$ cat src/rtl/reverse_converter_9_8_7_pkg.sv
// reverse_converter_9_8_7_pkg: moduli, CRT weights, widths and stage types for the (9,8,7) RNS reverse converter
package reverse_converter_9_8_7_pkg;
  localparam int M1 = 9;
  localparam int M2 = 8;
  localparam int M3 = 7;
  localparam int M = M1 * M2 * M3;
  localparam int W1 = 280;
  localparam int W2 = 441;
  localparam int W3 = 288;
  localparam int X1_W = 4;
  localparam int X2_W = 3;
  localparam int X3_W = 3;
  localparam int OUT_W = 9;
  localparam int SUM_W = 13;
  typedef struct packed {
    logic valid;
    logic err;
    logic [SUM_W-1:0] sum;
  } stage1_t;
  function automatic logic legal(input logic [X1_W-1:0] x1, input logic [X3_W-1:0] x3);
    return (x1 < X1_W'(M1)) && (x3 < X3_W'(M3));
  endfunction
  // Max legal sum is 7055, so 13 bits hold it exactly; illegal triples are never summed.
  function automatic logic [SUM_W-1:0] crt_sum(input logic [X1_W-1:0] x1, input logic [X2_W-1:0] x2,
                                               input logic [X3_W-1:0] x3);
    return SUM_W'(W1) * SUM_W'(x1) + SUM_W'(W2) * SUM_W'(x2) + SUM_W'(W3) * SUM_W'(x3);
  endfunction
endpackage

$ cat src/rtl/reverse_converter_9_8_7_if.sv
// reverse_converter_9_8_7_if: residue-triple input and binary result output bundle
interface reverse_converter_9_8_7_if;
  import reverse_converter_9_8_7_pkg::*;
  logic in_valid;
  logic [X1_W-1:0] x1;
  logic [X2_W-1:0] x2;
  logic [X3_W-1:0] x3;
  logic out_valid;
  logic [OUT_W-1:0] out;
  logic out_err;
  modport master(output in_valid, x1, x2, x3, input out_valid, out, out_err);
  modport slave(input in_valid, x1, x2, x3, output out_valid, out, out_err);
endinterface

$ cat src/rtl/reverse_converter_9_8_7_mod504_reduce.sv
// mod504_reduce: exact combinational 13-bit mod 504 by restoring subtraction of 504*16..504*1
module mod504_reduce
  import reverse_converter_9_8_7_pkg::*;
(
  input  logic [SUM_W-1:0] sum,
  output logic [OUT_W-1:0] rem
);
  logic [SUM_W-1:0] r [5];
  assign r[0] = sum;
  for (genvar g = 0; g < 4; g++) begin : g_step
    localparam logic [SUM_W-1:0] D = SUM_W'(M) << (4 - g);
    assign r[g+1] = (r[g] >= D) ? r[g] - D : r[g];
  end
  assign rem = OUT_W'((r[4] >= SUM_W'(M)) ? r[4] - SUM_W'(M) : r[4]);
endmodule

$ cat src/rtl/reverse_converter_9_8_7.sv
// reverse_converter_9_8_7: two-stage CRT reverse converter, residues (9,8,7) to binary 0..503
module reverse_converter_9_8_7
  import reverse_converter_9_8_7_pkg::*;
(
  input logic clk,
  input logic rst_n,
  reverse_converter_9_8_7_if.slave bus
);
  stage1_t s1;
  logic ok;
  logic [OUT_W-1:0] rem;
  assign ok = legal(bus.x1, bus.x3);
  always_ff @(posedge clk or negedge rst_n)
    if (!rst_n) s1 <= '0;
    else begin
      s1.valid <= bus.in_valid;
      s1.err <= bus.in_valid & ~ok;
      s1.sum <= (bus.in_valid && ok) ? crt_sum(bus.x1, bus.x2, bus.x3) : '0;
    end
  mod504_reduce u_reduce (.sum(s1.sum), .rem(rem));
  always_ff @(posedge clk or negedge rst_n)
    if (!rst_n) begin
      bus.out_valid <= 1'b0;
      bus.out_err <= 1'b0;
      bus.out <= '0;
    end else begin
      bus.out_valid <= s1.valid;
      bus.out_err <= s1.valid & s1.err;
      bus.out <= (s1.valid && !s1.err) ? rem : '0;
    end
endmodule

$ cat src/flat_wrapper.sv
// flat-port wrapper written by rule: the top's interface ports become plain ports
module reverse_converter_9_8_7_flat import reverse_converter_9_8_7_pkg::*;
  (clk, rst_n, bus_in_valid, bus_x1, bus_x2, bus_x3, bus_out_valid, bus_out, bus_out_err);
  reverse_converter_9_8_7_if bus_i ();
  input logic clk;
  input logic rst_n;
  input wire logic [$bits(bus_i.in_valid)-1:0] bus_in_valid;
  input wire logic [$bits(bus_i.x1)-1:0] bus_x1;
  input wire logic [$bits(bus_i.x2)-1:0] bus_x2;
  input wire logic [$bits(bus_i.x3)-1:0] bus_x3;
  output wire logic [$bits(bus_i.out_valid)-1:0] bus_out_valid;
  output wire logic [$bits(bus_i.out)-1:0] bus_out;
  output wire logic [$bits(bus_i.out_err)-1:0] bus_out_err;
  assign bus_i.in_valid = bus_in_valid;
  assign bus_i.x1 = bus_x1;
  assign bus_i.x2 = bus_x2;
  assign bus_i.x3 = bus_x3;
  assign bus_out_valid = bus_i.out_valid;
  assign bus_out = bus_i.out;
  assign bus_out_err = bus_i.out_err;
  reverse_converter_9_8_7 u_core (.clk(clk), .rst_n(rst_n), .bus(bus_i));
endmodule
$ cat config.mk
export PLATFORM = sky130hd
export DESIGN_NAME = reverse_converter_9_8_7_flat
export DESIGN_NICKNAME = d
export VERILOG_FILES = /design/src/rtl/reverse_converter_9_8_7_pkg.sv /design/src/rtl/reverse_converter_9_8_7_if.sv /design/src/rtl/reverse_converter_9_8_7_mod504_reduce.sv /design/src/rtl/reverse_converter_9_8_7.sv /design/src/flat_wrapper.sv
export SDC_FILE = /design/constraint.sdc
export NUM_CORES = 1
export LEC_CHECK = 0
export ABC_AREA = 1
export CORE_MARGIN = 10
export CORE_UTILIZATION = 62
export CTS_BUF_LIST = sky130_fd_sc_hd__clkbuf_4 sky130_fd_sc_hd__clkbuf_8
export CTS_CLUSTER_DIAMETER = 60
export DETAILED_ROUTE_END_ITERATION = 8
export GPL_TIMING_DRIVEN = 0
export PLACE_DENSITY = 0.94
export SKIP_LAST_GASP = 1
export SYNTH_ARGS = -nofsm -noshare
export SYNTH_HDL_FRONTEND = slang
export SYNTH_HIERARCHICAL = 1
export SYNTH_SLANG_ARGS = --single-unit
$ cat constraint.sdc
create_clock -name clk -period 4.9 [get_ports clk]
set_input_delay 0.98 -clock clk [delete_from_list [all_inputs] [get_ports clk]]
set_output_delay 0.98 -clock clk [all_outputs]
set_load 0.005 [all_outputs]
==> flow_metrics.env, run 1 <==
export IMPL_status="finished, final reports clean"
export IMPL_rsz0062_at_grt="false"
export IMPL_min_path_type="reg2reg"
export IMPL_r2r_end="u_core/bus.out[6]"
export IMPL_power_frac_clock_pct=11.3
export IMPL_drv_cap=0
export IMPL_netlist_area_leader_share_pct=19.7
export IMPL_seq_area_frac_synth_pct=19.7
export IMPL_syn_nets=520
export IMPL_cts_buffers=3
export IMPL_syn2layout_area_growth_pct=11.8
export IMPL_max_slew_margin_pct=27.9
export IMPL_p_leak_nw=2.02
export IMPL_n_antenna_cell=0
export IMPL_post_place_ws_ns=0.178
export IMPL_path_class="in2reg"
export IMPL_die_h_microns=93.0
export IMPL_clock_latency_ns=0.27
export IMPL_routed_wl_microns=7150
export IMPL_power_density_mw_per_mm2=412
export IMPL_cp_data_required_time_ns=5.05
export IMPL_first_pass_iters=4
export IMPL_ant_nets=0
export IMPL_min_to="u_core/bus.out_valid"
export IMPL_avgRoutedWirePerCell_microns=12.8
export IMPL_die_width_microns=93.0
export IMPL_synthCells=460
export IMPL_place_area_sq_mm=0.00362
export IMPL_start_util_pct=64.3
export IMPL_async_flop_share_pct=100
export IMPL_p_int_mw=0.752
export IMPL_grt_ovfl_total=0
export IMPL_crit_path_end_kind="flop"
export IMPL_yosysTopAreaCell="dfrtp_1"
export IMPL_syn_area_per_cell_sq_um=7.19
export IMPL_die_area_sq_mm=0.00865
export IMPL_cts_clk_slew_worst_paths_ns=0.09
export IMPL_fin_nets=548
export IMPL_hold_viol=0
export IMPL_startpoint_type="input pin"
export IMPL_regToRegSetupSlack_ns=0.52
export IMPL_portBuffers=23
export IMPL_grt_pass1_vias=2938
export IMPL_holdBufCountCts=0
export IMPL_ys_warn_count=6
export IMPL_min_from="u_core/s1[14]"
export IMPL_grt_use_total_pct=17.1
export IMPL_slew_violations=0
export IMPL_setup_slack_ns=0.460
export IMPL_whs_ns=0.413
export IMPL_skew_ns=0.00686
export IMPL_cts_num_sinks=26
export IMPL_cts_tree="done"
export IMPL_synth_area_leaders="dfrtp_1 (20%), nand2_1 (13%), ha_1 (13%), inv_1 (8.9%), fa_1 (7.9%)"
export IMPL_synth_distinct_cells=36
export IMPL_rows=26
export IMPL_htreeDepth=1
export IMPL_num_io_pins=24
export IMPL_cts_resized=0
export IMPL_ir_drop_mv=0.268
export IMPL_reg2reg_depth=34
export IMPL_netlist_area_sq_mm=0.00331
export IMPL_ctsRootBufferMaster="clkbuf_8"
export IMPL_synth_edff_count=0
export IMPL_period_minus_slack_ns=4.44
export IMPL_p_comb_share_pct=70.1
export IMPL_layout_drive_gt1_share_pct=14.6
export IMPL_grt_start_max_net_pins=27
export IMPL_routed_via_density=5.28
export IMPL_ys_flop_type="dfrtp_1"
export IMPL_antenna_found_initial=0
export IMPL_finalSetupViolCount=0
export IMPL_min_path_cells=0
export IMPL_design_area_sq_mm=0.00370
export IMPL_p_seq_share_pct=18.5
export IMPL_ys_ff_latch=26
export IMPL_cts_setup_buffers=0
export IMPL_r2r_start="u_core/s1[0]"
export IMPL_drt_initial_drc_count=123
export IMPL_hpwlAfterDp_microns=6010
export IMPL_clk_path_buf_depth=2
export IMPL_fin_setup_tns_ns=0
export IMPL_worst_pin_slew_ns=1.08
export IMPL_place_congestion=0.895
export IMPL_swShare_pct=50.6
export IMPL_fmax_ghz=0.225
export IMPL_critPathMaxFanout=5
export IMPL_grt_pass1_wl_microns=12600
export IMPL_fin_crit_sh_pct=90.6
export IMPL_crit_arrival_ns=4.59
export IMPL_vias=2939
export IMPL_drc=0
export IMPL_core_sq_mm=0.00514
export IMPL_p_switching_mw=0.770
sequential cells by signal, summed over array words and instances (netlist names):
name                  flops
u_core/bus.out_err        1
u_core/bus.out            9
u_core/bus.out_valid      1
u_core/s1                15
stage by stage:
| stage | power [mW] | utilization (%) | instances |
|---|---|---|---|
| after CTS | 1.52 | 71.9 | 557 |
| after detailed placement | 1.33 | 70.5 | 553 |
| after global routing | 1.69 | 71.9 | 557 |
| after global placement | 1.28 | 70.5 | 553 |
| after floorplan | 1.10 | - | 460 |
| final | 1.52 | 71.9 | 557 |
synthesized netlist by cell type (6+ instances only):
| cell type | number |
|---|---|
| nor2_4 | 9 |
| ha_1 | 34 |
| dfrtp_1 | 26 |
| nor2_1 | 39 |
| fa_1 | 13 |
| nand2_1 | 115 |
| nand3_1 | 36 |
| inv_1 | 78 |
| xor2_1 | 11 |
| nand4_1 | 11 |
| nand2_2 | 20 |
| inv_2 | 6 |
| nand3_2 | 7 |
| a21oi_1 | 8 |
layout by cell type, fill, tap and decap left out, types with 2 or more instances in the layout:
master and n:
inv_2 6, inv_1 78, nand3_1 36, clkbuf_8 3
dfrtp_1 26, o21ai_2 3, xor2_1 11, xnor2_1 4
o21bai_1 2, or2_2 2, nand2_4 4, o21ai_1 2
nand3b_1 2, nand3_2 7, clkinv_1 4, nor2_2 4
o21ai_0 4, clkdlybuf4s50_1 23, nand3_4 3, fa_1 13
nand4_1 11, nand2_2 20, ha_1 34, buf_4 3
nor2_4 9, nor2_1 39, a21oi_1 8, nand2_1 115
power by group through the flow:
stage,combinational (mW),clock [mW],sequential [mW]
3_5_place_dp,1.05,0,0.286
2_1_floorplan,0.820,0,0.282
4_1_cts,1.06,0.175,0.282
3_3_place_gp,0.993,0,0.283
6_report,1.07,0.173,0.282
5_1_grt,1.22,0.184,0.288
layout make-up:
type | count | area (sq um)
Timing Repair Buffer | 23 | 230
Sequential cell | 26 | 651
Buffer | 4 | 33.8
Multi-Input combinational cell | 342 | 2290
Inverter | 88 | 330
Fill cell | 402 | 1440
Clock inverter | 1 | 30.0
Clock buffer | 3 | 41.3
Tap cell | 70 | 87.6
kinds of logic (layout without fill, tap and decap cells):
group | after synthesis | in the layout | synth area share [%]
AO/OA/AOI/OAI | 22 | 22 | 4.35
AND/OR/NAND/NOR | 258 | 258 | 40.3
adder cells (fa/ha/maj) | 47 | 47 | 20.7
buffers and inverters | 92 | 119 | 11.0
XOR/XNOR | 15 | 15 | 3.97
flip-flops | 26 | 26 | 19.7
how the worst max path moves through the flow:
stage                      start                 to  slack [ns]
finish                 bus_x1[2]      u_core/s1[12]        0.46
global route        u_core/s1[0]  u_core/bus.out[6]        0.03
CTS                    bus_x1[2]      u_core/s1[12]        0.45
detailed placement     bus_x1[2]      u_core/s1[12]        0.18
global placement       bus_x1[2]      u_core/s1[12]        0.30
floorplan           u_core/s1[7]  u_core/bus.out[4]        1.19
worst max-delay path, stage by stage:
cell and delay, ns:
clkdlybuf4s50_1 0.57, inv_1 0.10, ha_1 0.28, inv_1 0.04, ha_1 0.16, ha_1 0.33
nand3_1 0.11, nand2_2 0.10, a21oi_1 0.07, nor2_1 0.12, xor2_1 0.24, fa_1 0.46
ha_1 0.37, nand2_1 0.09, clkinv_1 0.08, nand2_1 0.08, nand2_1 0.06, nor2_2 0.14
nand3_1 0.10, nand2_1 0.08, nor2_1 0.05
routing by layer:
| layer | global-route usage (%) | vias up | share of wire (%) |
|---|---|---|---|
| met5 | 0 | - | 0 |
| met4 | 5.53 | 0 | 2.6 |
| met3 | 1.12 | 19 | 2.5 |
| met2 | 34.1 | 67 | 55 |
| met1 | 18.5 | 1375 | 40 |
| li1 | - | 1478 | - |
Note: power is estimated with default switching activity, not from simulation.
==> inputs of run 2 (changes only) <==
- ABC_CLOCK_PERIOD_IN_PS: unset -> 4900
==> results of run 2 <==
Same layout as run 1: the final DEF is identical, and so are final timing and power.
==> inputs of run 3 (changes only) <==
- CTS_CLUSTER_DIAMETER: 60 -> 150
- SKIP_CTS_REPAIR_TIMING: unset -> 1
==> results of run 3 <==
Same layout as run 1: the final DEF is identical, and so are final timing and power.
